==> config.mk <==
export PLATFORM = sky130hd
export DESIGN_NAME = adder_axi_master_flat
export DESIGN_NICKNAME = d
export VERILOG_FILES = /design/src/rtl/adder_axi_pkg.sv /design/src/rtl/adder_axi_master_if.sv /design/src/rtl/axi_lite_wr_chan.sv /design/src/rtl/adder_axi_master.sv /design/src/flat_wrapper.sv
export SDC_FILE = /design/constraint.sdc
export NUM_CORES = 1
export LEC_CHECK = 0
export CAP_MARGIN = 10
export CORE_ASPECT_RATIO = 1.4
export CORE_UTILIZATION = 44
export CTS_CLUSTER_SIZE = 24
export DETAILED_ROUTE_END_ITERATION = 7
export GPL_TIMING_DRIVEN = 0
export PLACE_DENSITY = 0.8
export SLEW_MARGIN = 20
export SYNTH_ARGS = -nofsm -noshare
export SYNTH_HDL_FRONTEND = slang
export SYNTH_SLANG_ARGS = --single-unit
==> constraint.sdc <==
create_clock -name m1_axi_aclk -period 2.3 [get_ports m1_axi_aclk]
set_input_delay 0.46 -clock m1_axi_aclk [delete_from_list [all_inputs] [get_ports m1_axi_aclk]]
set_output_delay 0.46 -clock m1_axi_aclk [all_outputs]
set_load 0.03 [all_outputs]
==> src/rtl/adder_axi_pkg.sv <==
// adder_axi_pkg: shared state encoding, default register map and response
// encoding for the adder AXI4-Lite master.
package adder_axi_pkg;
    localparam logic [2:0] IDLE   = 3'd0;
    localparam logic [2:0] WR_A   = 3'd1;
    localparam logic [2:0] WR_B   = 3'd2;
    localparam logic [2:0] SETTLE = 3'd3;
    localparam logic [2:0] RD     = 3'd4;
    localparam logic [2:0] RESP   = 3'd5;
    localparam int unsigned DEF_OPA_ADDR = 0;
    localparam int unsigned DEF_OPB_ADDR = 4;
    localparam int unsigned DEF_RES_ADDR = 24;
    localparam logic RESP_ERR = 1'b1;
endpackage

==> src/rtl/adder_axi_master_if.sv <==
// adder_axi_master_if: command/response port plus the AXI4-Lite bus toward
// the adder slave, with master and slave views.
interface adder_axi_master_if #(
    parameter int DATA_WIDTH = 32,
    parameter int ADDR_WIDTH = 8
);
    logic                    cmd_valid;
    logic                    cmd_ready;
    logic [DATA_WIDTH-1:0]   cmd_a;
    logic [DATA_WIDTH-1:0]   cmd_b;
    logic                    rsp_valid;
    logic                    rsp_ready;
    logic [DATA_WIDTH-1:0]   rsp_sum;
    logic                    rsp_err;
    logic [ADDR_WIDTH-1:0]   m1_axi_awaddr;
    logic                    m1_axi_awvalid;
    logic                    m1_axi_awready;
    logic [DATA_WIDTH-1:0]   m1_axi_wdata;
    logic [DATA_WIDTH/8-1:0] m1_axi_wstrb;
    logic                    m1_axi_wvalid;
    logic                    m1_axi_wready;
    logic                    m1_axi_bresp;
    logic                    m1_axi_bvalid;
    logic                    m1_axi_bready;
    logic [ADDR_WIDTH-1:0]   m1_axi_araddr;
    logic                    m1_axi_arvalid;
    logic                    m1_axi_arready;
    logic [DATA_WIDTH-1:0]   m1_axi_rdata;
    logic                    m1_axi_rresp;
    logic                    m1_axi_rvalid;
    logic                    m1_axi_rready;

    modport master (
        input  cmd_valid, cmd_a, cmd_b, rsp_ready,
        input  m1_axi_awready, m1_axi_wready, m1_axi_bresp, m1_axi_bvalid,
        input  m1_axi_arready, m1_axi_rdata, m1_axi_rresp, m1_axi_rvalid,
        output cmd_ready, rsp_valid, rsp_sum, rsp_err,
        output m1_axi_awaddr, m1_axi_awvalid, m1_axi_wdata, m1_axi_wstrb, m1_axi_wvalid,
        output m1_axi_bready, m1_axi_araddr, m1_axi_arvalid, m1_axi_rready
    );

    modport slave (
        output cmd_valid, cmd_a, cmd_b, rsp_ready,
        output m1_axi_awready, m1_axi_wready, m1_axi_bresp, m1_axi_bvalid,
        output m1_axi_arready, m1_axi_rdata, m1_axi_rresp, m1_axi_rvalid,
        input  cmd_ready, rsp_valid, rsp_sum, rsp_err,
        input  m1_axi_awaddr, m1_axi_awvalid, m1_axi_wdata, m1_axi_wstrb, m1_axi_wvalid,
        input  m1_axi_bready, m1_axi_araddr, m1_axi_arvalid, m1_axi_rready
    );
endinterface

==> src/rtl/axi_lite_wr_chan.sv <==
// axi_lite_wr_chan: one AXI4-Lite write (AW + W with independent handshakes,
// then B); reloaded by start for each write of a command.
module axi_lite_wr_chan
    import adder_axi_pkg::*;
#(
    parameter int DATA_WIDTH = 32,
    parameter int ADDR_WIDTH = 8
) (
    input  logic                  clk,
    input  logic                  rst_n,
    input  logic                  start,
    input  logic [ADDR_WIDTH-1:0] addr,
    input  logic [DATA_WIDTH-1:0] data,
    input  logic                  awready,
    input  logic                  wready,
    input  logic                  bvalid,
    input  logic                  bresp,
    output logic [ADDR_WIDTH-1:0] awaddr,
    output logic                  awvalid,
    output logic [DATA_WIDTH-1:0] wdata,
    output logic                  wvalid,
    output logic                  bready,
    output logic                  done,
    output logic                  err
);
    logic aw_done, w_done;

    // a B beat only counts once both AW and W handshakes are already registered
    assign done = bready && bvalid && aw_done && w_done;
    assign err  = bresp == RESP_ERR;

    always_ff @(posedge clk or negedge rst_n) begin
        if (!rst_n) begin
            awaddr  <= '0;
            awvalid <= 1'b0;
            wdata   <= '0;
            wvalid  <= 1'b0;
            bready  <= 1'b0;
            aw_done <= 1'b0;
            w_done  <= 1'b0;
        end else if (start) begin
            awaddr  <= addr;
            wdata   <= data;
            awvalid <= 1'b1;
            wvalid  <= 1'b1;
            bready  <= 1'b1;
            aw_done <= 1'b0;
            w_done  <= 1'b0;
        end else begin
            if (awvalid && awready) begin
                awvalid <= 1'b0;
                aw_done <= 1'b1;
            end
            if (wvalid && wready) begin
                wvalid <= 1'b0;
                w_done <= 1'b1;
            end
            if (done) bready <= 1'b0;
        end
    end
endmodule

==> src/rtl/adder_axi_master.sv <==
// adder_axi_master: writes operand A then B to the adder slave, waits a settle
// time, reads the sum back and returns it with an accumulated error flag.
module adder_axi_master
    import adder_axi_pkg::*;
#(
    parameter int          DATA_WIDTH    = 32,
    parameter int          ADDR_WIDTH    = 8,
    parameter int unsigned OPA_ADDR      = DEF_OPA_ADDR,
    parameter int unsigned OPB_ADDR      = DEF_OPB_ADDR,
    parameter int unsigned RES_ADDR      = DEF_RES_ADDR,
    parameter int unsigned SETTLE_CYCLES = 2
) (
    input  logic                m1_axi_aclk,
    input  logic                m1_axi_aresetn,
    adder_axi_master_if.master  bus
);
    logic [2:0]            state;
    logic [DATA_WIDTH-1:0] b_q;
    logic [7:0]            cnt;
    logic                  err_acc;
    logic                  accept, wr_start, wr_done, wr_err, settle_done;

    assign bus.cmd_ready    = (state == IDLE) && m1_axi_aresetn;
    assign bus.m1_axi_wstrb = '1;
    assign accept           = bus.cmd_valid && bus.cmd_ready;
    // the B beat that ends operand A immediately launches operand B
    assign wr_start         = accept || (state == WR_A && wr_done);
    assign settle_done      = ({1'b0, cnt} + 9'd1) >= 9'(SETTLE_CYCLES);

    axi_lite_wr_chan #(.DATA_WIDTH(DATA_WIDTH), .ADDR_WIDTH(ADDR_WIDTH)) wr_chan (
        .clk     (m1_axi_aclk),
        .rst_n   (m1_axi_aresetn),
        .start   (wr_start),
        .addr    (state == IDLE ? ADDR_WIDTH'(OPA_ADDR) : ADDR_WIDTH'(OPB_ADDR)),
        .data    (state == IDLE ? bus.cmd_a : b_q),
        .awready (bus.m1_axi_awready),
        .wready  (bus.m1_axi_wready),
        .bvalid  (bus.m1_axi_bvalid),
        .bresp   (bus.m1_axi_bresp),
        .awaddr  (bus.m1_axi_awaddr),
        .awvalid (bus.m1_axi_awvalid),
        .wdata   (bus.m1_axi_wdata),
        .wvalid  (bus.m1_axi_wvalid),
        .bready  (bus.m1_axi_bready),
        .done    (wr_done),
        .err     (wr_err)
    );

    always_ff @(posedge m1_axi_aclk or negedge m1_axi_aresetn) begin
        if (!m1_axi_aresetn) begin
            state              <= IDLE;
            b_q                <= '0;
            cnt                <= '0;
            err_acc            <= 1'b0;
            bus.m1_axi_araddr  <= '0;
            bus.m1_axi_arvalid <= 1'b0;
            bus.m1_axi_rready  <= 1'b0;
            bus.rsp_valid      <= 1'b0;
            bus.rsp_sum        <= '0;
            bus.rsp_err        <= 1'b0;
        end else begin
            case (state)
                IDLE: if (accept) begin
                    b_q     <= bus.cmd_b;
                    err_acc <= 1'b0;
                    state   <= WR_A;
                end
                WR_A: if (wr_done) begin
                    err_acc <= err_acc | wr_err;
                    state   <= WR_B;
                end
                WR_B: if (wr_done) begin
                    err_acc <= err_acc | wr_err;
                    cnt     <= '0;
                    state   <= SETTLE;
                end
                SETTLE: if (settle_done) begin
                    bus.m1_axi_arvalid <= 1'b1;
                    bus.m1_axi_araddr  <= ADDR_WIDTH'(RES_ADDR);
                    state              <= RD;
                end else begin
                    cnt <= cnt + 8'd1;
                end
                RD: begin
                    if (bus.m1_axi_arvalid && bus.m1_axi_arready) begin
                        bus.m1_axi_arvalid <= 1'b0;
                        bus.m1_axi_rready  <= 1'b1;
                    end
                    if (bus.m1_axi_rvalid && bus.m1_axi_rready) begin
                        bus.rsp_sum       <= bus.m1_axi_rdata;
                        bus.rsp_err       <= err_acc | (bus.m1_axi_rresp == RESP_ERR);
                        bus.m1_axi_rready <= 1'b0;
                        bus.rsp_valid     <= 1'b1;
                        state             <= RESP;
                    end
                end
                RESP: if (bus.rsp_ready) begin
                    bus.rsp_valid <= 1'b0;
                    state         <= IDLE;
                end
                default: state <= IDLE;
            endcase
        end
    end
endmodule

==> src/flat_wrapper.sv <==
// flat-port wrapper written by rule: the top's interface ports become plain ports
module adder_axi_master_flat import adder_axi_pkg::*;
#(
    parameter int          DATA_WIDTH    = 32,
    parameter int          ADDR_WIDTH    = 8,
    parameter int unsigned OPA_ADDR      = DEF_OPA_ADDR,
    parameter int unsigned OPB_ADDR      = DEF_OPB_ADDR,
    parameter int unsigned RES_ADDR      = DEF_RES_ADDR,
    parameter int unsigned SETTLE_CYCLES = 2
)
  (m1_axi_aclk, m1_axi_aresetn, bus_cmd_valid, bus_cmd_a, bus_cmd_b, bus_rsp_ready, bus_m1_axi_awready, bus_m1_axi_wready, bus_m1_axi_bresp, bus_m1_axi_bvalid, bus_m1_axi_arready, bus_m1_axi_rdata, bus_m1_axi_rresp, bus_m1_axi_rvalid, bus_cmd_ready, bus_rsp_valid, bus_rsp_sum, bus_rsp_err, bus_m1_axi_awaddr, bus_m1_axi_awvalid, bus_m1_axi_wdata, bus_m1_axi_wstrb, bus_m1_axi_wvalid, bus_m1_axi_bready, bus_m1_axi_araddr, bus_m1_axi_arvalid, bus_m1_axi_rready);
  adder_axi_master_if #(.DATA_WIDTH(DATA_WIDTH), .ADDR_WIDTH(ADDR_WIDTH)) bus_i ();
  input  logic m1_axi_aclk;
  input  logic m1_axi_aresetn;
  input wire logic [$bits(bus_i.cmd_valid)-1:0] bus_cmd_valid;
  input wire logic [$bits(bus_i.cmd_a)-1:0] bus_cmd_a;
  input wire logic [$bits(bus_i.cmd_b)-1:0] bus_cmd_b;
  input wire logic [$bits(bus_i.rsp_ready)-1:0] bus_rsp_ready;
  input wire logic [$bits(bus_i.m1_axi_awready)-1:0] bus_m1_axi_awready;
  input wire logic [$bits(bus_i.m1_axi_wready)-1:0] bus_m1_axi_wready;
  input wire logic [$bits(bus_i.m1_axi_bresp)-1:0] bus_m1_axi_bresp;
  input wire logic [$bits(bus_i.m1_axi_bvalid)-1:0] bus_m1_axi_bvalid;
  input wire logic [$bits(bus_i.m1_axi_arready)-1:0] bus_m1_axi_arready;
  input wire logic [$bits(bus_i.m1_axi_rdata)-1:0] bus_m1_axi_rdata;
  input wire logic [$bits(bus_i.m1_axi_rresp)-1:0] bus_m1_axi_rresp;
  input wire logic [$bits(bus_i.m1_axi_rvalid)-1:0] bus_m1_axi_rvalid;
  output wire logic [$bits(bus_i.cmd_ready)-1:0] bus_cmd_ready;
  output wire logic [$bits(bus_i.rsp_valid)-1:0] bus_rsp_valid;
  output wire logic [$bits(bus_i.rsp_sum)-1:0] bus_rsp_sum;
  output wire logic [$bits(bus_i.rsp_err)-1:0] bus_rsp_err;
  output wire logic [$bits(bus_i.m1_axi_awaddr)-1:0] bus_m1_axi_awaddr;
  output wire logic [$bits(bus_i.m1_axi_awvalid)-1:0] bus_m1_axi_awvalid;
  output wire logic [$bits(bus_i.m1_axi_wdata)-1:0] bus_m1_axi_wdata;
  output wire logic [$bits(bus_i.m1_axi_wstrb)-1:0] bus_m1_axi_wstrb;
  output wire logic [$bits(bus_i.m1_axi_wvalid)-1:0] bus_m1_axi_wvalid;
  output wire logic [$bits(bus_i.m1_axi_bready)-1:0] bus_m1_axi_bready;
  output wire logic [$bits(bus_i.m1_axi_araddr)-1:0] bus_m1_axi_araddr;
  output wire logic [$bits(bus_i.m1_axi_arvalid)-1:0] bus_m1_axi_arvalid;
  output wire logic [$bits(bus_i.m1_axi_rready)-1:0] bus_m1_axi_rready;
  assign bus_i.cmd_valid = bus_cmd_valid;
  assign bus_i.cmd_a = bus_cmd_a;
  assign bus_i.cmd_b = bus_cmd_b;
  assign bus_i.rsp_ready = bus_rsp_ready;
  assign bus_i.m1_axi_awready = bus_m1_axi_awready;
  assign bus_i.m1_axi_wready = bus_m1_axi_wready;
  assign bus_i.m1_axi_bresp = bus_m1_axi_bresp;
  assign bus_i.m1_axi_bvalid = bus_m1_axi_bvalid;
  assign bus_i.m1_axi_arready = bus_m1_axi_arready;
  assign bus_i.m1_axi_rdata = bus_m1_axi_rdata;
  assign bus_i.m1_axi_rresp = bus_m1_axi_rresp;
  assign bus_i.m1_axi_rvalid = bus_m1_axi_rvalid;
  assign bus_cmd_ready = bus_i.cmd_ready;
  assign bus_rsp_valid = bus_i.rsp_valid;
  assign bus_rsp_sum = bus_i.rsp_sum;
  assign bus_rsp_err = bus_i.rsp_err;
  assign bus_m1_axi_awaddr = bus_i.m1_axi_awaddr;
  assign bus_m1_axi_awvalid = bus_i.m1_axi_awvalid;
  assign bus_m1_axi_wdata = bus_i.m1_axi_wdata;
  assign bus_m1_axi_wstrb = bus_i.m1_axi_wstrb;
  assign bus_m1_axi_wvalid = bus_i.m1_axi_wvalid;
  assign bus_m1_axi_bready = bus_i.m1_axi_bready;
  assign bus_m1_axi_araddr = bus_i.m1_axi_araddr;
  assign bus_m1_axi_arvalid = bus_i.m1_axi_arvalid;
  assign bus_m1_axi_rready = bus_i.m1_axi_rready;
  adder_axi_master #(.DATA_WIDTH(DATA_WIDTH), .ADDR_WIDTH(ADDR_WIDTH), .OPA_ADDR(OPA_ADDR), .OPB_ADDR(OPB_ADDR), .RES_ADDR(RES_ADDR), .SETTLE_CYCLES(SETTLE_CYCLES)) u_core (.m1_axi_aclk(m1_axi_aclk), .m1_axi_aresetn(m1_axi_aresetn), .bus(bus_i));
endmodule
Yosys cells after proc, flatten, opt, wreduce, memory -nomap -nowiden
Index checks and enable logic that the tools add are counted.
{ "totals": {"output_inout_bits": 92, "regBits": 126, "input_bits": 107} }
{ "op_classes": {"n_mux": 33, "n_bitwise": 2, "n_eq_ne": 14, "add_sub_neg": 2, "magnitude_cmp": 1, "reduce_logical": 30} }
{ "op_table": {"columns": ["operator", "n"], "rows": [
  ["32-bit 2-to-1 mux", 1],
  ["3-bit 2-to-1 mux", 7],
  ["1-bit 2-to-1 mux", 18],
  ["3-bit one-hot mux with 6 select lines", 1],
  ["8-bit 2-to-1 mux", 2],
  ["8-bit one-hot mux with 2 select lines", 1],
  ["2-bit nonzero test", 8],
  ["2-bit by 1-bit inequality test with 1-bit output (second input constant)", 7],
  ["3-bit AND reduction", 4],
  ["1-bit logical AND", 10],
  ["8-bit by 1-bit adder with 9-bit output (second input constant)", 1],
  ["9-bit by 2-bit >= comparator with 1-bit output (second input constant)", 1],
  ["8-bit by 1-bit adder with 8-bit output (second input constant)", 1],
  ["2-bit AND reduction", 4],
  ["3-bit by 2-bit == test with 1-bit output (second input constant)", 2],
  ["3-bit == test (second input constant)", 2],
  ["1-bit one-hot mux with 2 select lines", 3],
  ["6-bit AND reduction", 1],
  ["2-bit inequality test (second input constant)", 2],
  ["3-bit by 1-bit == test with 1-bit output (second input constant)", 1],
  ["3-bit zero test", 1],
  ["1-bit bitwise OR", 2],
  ["2-bit OR reduction", 1],
  ["1-bit logical OR", 1]
]} }

Longest topological paths before layout
Gate-level depths: netlist (run 1).
{ "logic_depth": {"depth_word": 6, "depth_mapped": 6} }

Hierarchy
Synthesis (run 1) repeated with hierarchy kept, for this count alone.
{ "hier_totals": {"cells_unflattened": 374, "hier_area_um2": 5696.7} }
{ "modules_own_cells": {"columns": ["module", "area_each_um2", "instances", "cells_per_inst"], "rows": [
  ["adder_axi_master", 3838.7, 1, 271],
  ["axi_lite_wr_chan", 1858.0, 1, 103]
]} }

Worst setup path before layout (run 1)
Ideal clock, no wire load.
{ "synth_path": {"kind": "register to register", "startpoint": "reg u_core.wr_chan.bready", "endpoint": "reg u_core.wr_chan.wdata[10]", "slack_ns": 0.300, "path_stages_with_launch": 7, "t_required_ns": 2.175, "arrival_ns": 1.875, "path_cell_list": "dfrtp_1 and4_1 buf_2 nand2_2 a211oi_4 buf_6 mux2_2"} }
{ "synth_via": {"elab_chain_cells": 5} }
{ "synth_rtl": {"columns": ["element", "line_no", "rtl"], "rows": [
  ["start, declared", "axi_lite_wr_chan.sv:22", "output logic bready,"],
  ["start signal, assigned", "axi_lite_wr_chan.sv:38", "bready <= 1'b0;"],
  ["start signal, assigned", "axi_lite_wr_chan.sv:46", "bready <= 1'b1;"],
  ["start signal, assigned", "axi_lite_wr_chan.sv:58", "if (done) bready <= 1'b0;"],
  ["1-bit logical AND (3 in a row)", "axi_lite_wr_chan.sv:29", "assign done = bready && bvalid && aw_done && w_done;"],
  ["1-bit logical AND", "adder_axi_master.sv:27", "assign wr_start = accept || (state == WR_A && wr_done);"],
  ["1-bit logical OR", "adder_axi_master.sv:27", null],
  ["end signal, assigned", "axi_lite_wr_chan.sv:43", "wdata <= data;"],
  ["end, declared", "axi_lite_wr_chan.sv:20", "output logic [DATA_WIDTH-1:0] wdata,"]
]} }
No other way between the ends.
A chain may end at the register's enable or synchronous reset.

Worst setup path after layout (run 1)
{ "layout_path": {"startpoint": "reg u_core.state[0]", "endpoint": "out bus_cmd_ready"} }
{ "layout_via": {"elab_chain_cells": 2} }
{ "layout_rtl": {"columns": ["element", "line_no", "rtl"], "rows": [
  ["start, declared", "adder_axi_master.sv:17", "logic [2:0] state;"],
  ["start signal, assigned", "adder_axi_master.sv:51", "state <= IDLE;"],
  ["start signal, assigned", "adder_axi_master.sv:66", "state <= WR_A;"],
  ["start signal, assigned", "adder_axi_master.sv:70", "state <= WR_B;"],
  ["3-bit zero test", "adder_axi_master.sv:23", "assign bus.cmd_ready = (state == IDLE) && m1_axi_aresetn;"],
  ["1-bit logical AND", "adder_axi_master.sv:23", null],
  ["end, declared", "flat_wrapper.sv:27", "output wire logic [$bits(bus_i.cmd_ready)-1:0] bus_cmd_ready;"]
]} }
No other way between the ends.

==> results of run 1 <==
where the power goes:
part / total [µW] / internal, µW / switching, µW
registers: 3360 / 2910 / 456
clock network: 2760 / 1840 / 917
logic: 4330 / 2230 / 2100
cell usage after synthesis, types with 2 or more instances:
| library cell | count | area [µm²] |
|---|---|---|
| clkbuf_1 | 3 | 11.3 |
| conb_1 | 2 | 7.51 |
| a21oi_1 | 6 | 30.0 |
| buf_4 | 22 | 165 |
| nand4_1 | 3 | 18.8 |
| buf_6 | 3 | 33.8 |
| nand2b_1 | 4 | 25.0 |
| and3_1 | 4 | 25.0 |
| nand2_1 | 5 | 18.8 |
| nor2_1 | 8 | 30.0 |
| nand3_1 | 5 | 25.0 |
| a21o_1 | 2 | 15.0 |
| inv_1 | 5 | 18.8 |
| o21ai_0 | 4 | 20.0 |
| and4_1 | 2 | 17.5 |
| mux2i_1 | 2 | 20.0 |
| mux2_2 | 117 | 1320 |
| a211oi_1 | 2 | 15.0 |
| nor3_4 | 2 | 32.5 |
| buf_2 | 6 | 30.0 |
| mux2_4 | 7 | 105 |
| a311oi_1 | 3 | 26.3 |
| ha_1 | 2 | 25.0 |
| dfrtp_1 | 119 | 2980 |
| and2_1 | 7 | 43.8 |
| mux2_1 | 4 | 45.0 |
placed cells by master, fill, tap and decap left out, drive strengths merged, types with 2 or more instances in the layout:
cell / count
clkdlybuf4s50: 179
mux2: 128
dfrtp: 119
buf: 35
clkbuf: 23
conb: 17
nor2: 8
and2: 7
a21oi: 6
nand2: 6
clkinv: 6
inv: 5
nand3: 5
nand2b: 4
and3: 4
o21ai: 4
bufinv: 4
nand4: 3
a311oi: 3
a211oi: 3
nor3: 2
and4: 2
mux2i: 2
a21o: 2
ha: 2
clkinvlp: 2
how the worst max path moves through the flow:
| stage | cells after the start | slack (ps) | to | start |
|---|---|---|---|---|
| floorplan | 6 | 300 | u_core.wr_chan.wdata[10] | u_core.wr_chan.bready |
| global placement | 5 | -4710 | u_core.wr_chan.wdata[15] | m1_axi_aresetn |
| detailed placement | 4 | -530 | bus_cmd_ready | u_core.state[1] |
| CTS | 4 | 20 | bus_cmd_ready | u_core.state[0] |
| global route | 4 | 20 | bus_cmd_ready | u_core.state[0] |
| finish | 4 | 120 | bus_cmd_ready | u_core.state[0] |
registers in the layout, indices dropped and copies added (netlist names):
name and flops:
u_core.b_q 32, u_core.bus.rsp_sum 32, u_core.wr_chan.wdata 32, u_core.cnt 8, u_core.state 3, u_core.bus.m1_axi_araddr 1
u_core.bus.m1_axi_arvalid 1, u_core.bus.m1_axi_rready 1, u_core.bus.rsp_err 1, u_core.bus.rsp_valid 1, u_core.err_acc 1, u_core.wr_chan.aw_done 1
u_core.wr_chan.awaddr 1, u_core.wr_chan.awvalid 1, u_core.wr_chan.bready 1, u_core.wr_chan.w_done 1, u_core.wr_chan.wvalid 1
cells by family after synthesis:
group / Yosys count / synth area share
flip-flops: 119 / 0.570
other: 2 / 0.00144
XOR/XNOR: 2 / 0.00335
adder cells (fa/ha/maj): 2 / 0.00479
multiplexers: 130 / 0.285
AND/OR/NAND/NOR: 42 / 0.0476
AO/OA/AOI/OAI: 26 / 0.0378
buffers and inverters: 40 / 0.0505
worst max-delay path, delay by kind of cell, from the launching register on:
family        cells  cell delay [ps]
buf+inv           2              530
flops             1              440
simple gates      2              350
what timing repair did:
item	CTS	global route
setup buffers	1	0
endpoints found under the setup margin	1	1
pin swaps	1	0
gates resized for setup	5	1
per-layer routing:
metal	global-route usage	up-vias
met5	0	-
met4	0.0878	0
met3	0.0718	15
met2	0.389	146
met1	0.218	1827
li1	-	1695
through the flow:
stage,instance area (µm²),hold slack (ps),util,total power [µW],cells
detailed placement,7300,443,0.638,7730,704
global route,7940,34.6,0.693,11000,737
floorplan,5280,164,-,6060,378
global placement,7270,466,0.635,7560,703
finish,7940,0.165,0.693,10500,737
CTS,7940,16.0,0.693,10600,737
area by class of cell:
class	count	area [µm²]	share of cell area
clock inverters	12	176	0.0222
multi-input cells	219	2040	0.257
clock buffers	20	447	0.0563
repair buffers	183	1850	0.233
plain buffers	35	249	0.0314
inverters	5	18.8	0.00236
flip-flops and latches	119	2980	0.375
well taps	144	180	0.0227
==> reports/qor.yml, run 1 <==
r2r-start: "u_core.state[0]"
critical_path_class: "flop to output pin"
core_um2: 11500
wl_per_cell_um: 16.9
wl_met2_um: 6800
vias: 3683
cts_buffers: 17
crit_required_ps: 1840
routed_wl_um: 12500
netlist_instances: 363
clockRootBuffer: "clkbuf_16"
grt_pass1_vias: 4063
die_y_um: 131
io_buffers: 181
power.density_nw_per_um2: 1320
synth_edf_count: 0
firstDrtPassIters: 4
async_flop_share: 1.00
gp_congestion: 0.792
ant_nets: 0
min_period_ps: 2180
yosysWarningCount: 0
diodes: 0
fillers: 831
rr_endpoint: "u_core.wr_chan.wdata[19]"
fin_skew_ps: 12.0
clockBufferDepth: 2
crit_path_max_incr_delay_ps: 440
ys_types: 40
finalMaxSlewViolations: 0
wl_met3_um: 857
cts_hold_buffers: 0
cp_data_arrival_time_ps: 1720
reg2regPathDepth: 5
finalSetupTns_ps: 0
antenna_found_initial: 0
drtIter0Drc: 77
crit_slowest_cell: "dfrtp_1"
initial_core_util: 0.456
cap_viol_max_count: 0
wl_met1_um: 4630
start_kind: "flop"
leakage_uw: 0.00352
status: "finished clean"
grt_start_max_net_pins: 71
ctsHtreeMaxLevel: 4
avgSynthCellArea_um2: 14.4
area_growth_pct: 51.9
syn_area_um2: 5230
post-route-period-util: 0.947
grt_remaining_overflow: 0
worstPathCellList: "nor3_4 -> buf_4 -> and2_1 -> clkdlybuf4s15_2"
relSlewSlack: 0.606
rows: 46
grtUsageTotal: 0.212
cp_max_fo: 10
dominantRegCellSynth: "dfrtp_1"
die_w_um: 94.1
dp_hpwl_um: 9020
grt_pass1_wl_um: 19600
io_pins: 199
clkTransAtPathRegs_ps: 50
cts_sinks: 119
top_layer_used: "met4"
tightest_slew_ps: 591
drive_gt1_frac: 0.329
clock_latency_ps: 400
cts_tree: "built"
finalSetupViolCount: 0
fin_ws_ps: 122
hold_viol: 0
rsz0062_at_grt: "false"
preCtsSetupSlack_ps: -528
min_path_type: "primary input to asynchronous set/reset pin"
nNetsFinal: 689
peakVddDrop_mv: 0.726
viasPerCell: 5.00
end_kind: "output pin"
max_freq_mhz: 459
synth_seq_cells: 119
r2r_setup_slack_ps: 170
yosysSeqAreaShare: 0.570
drc_errors: 0
dieArea_um2: 12300
Note: power is estimated with default switching activity, not from simulation.
==> run 2: changes to the inputs <==
CTS_CLUSTER_DIAMETER = 150   (was not set)
==> results of run 2 <==
Final layout, timing and power as in run 1 (identical DEF).
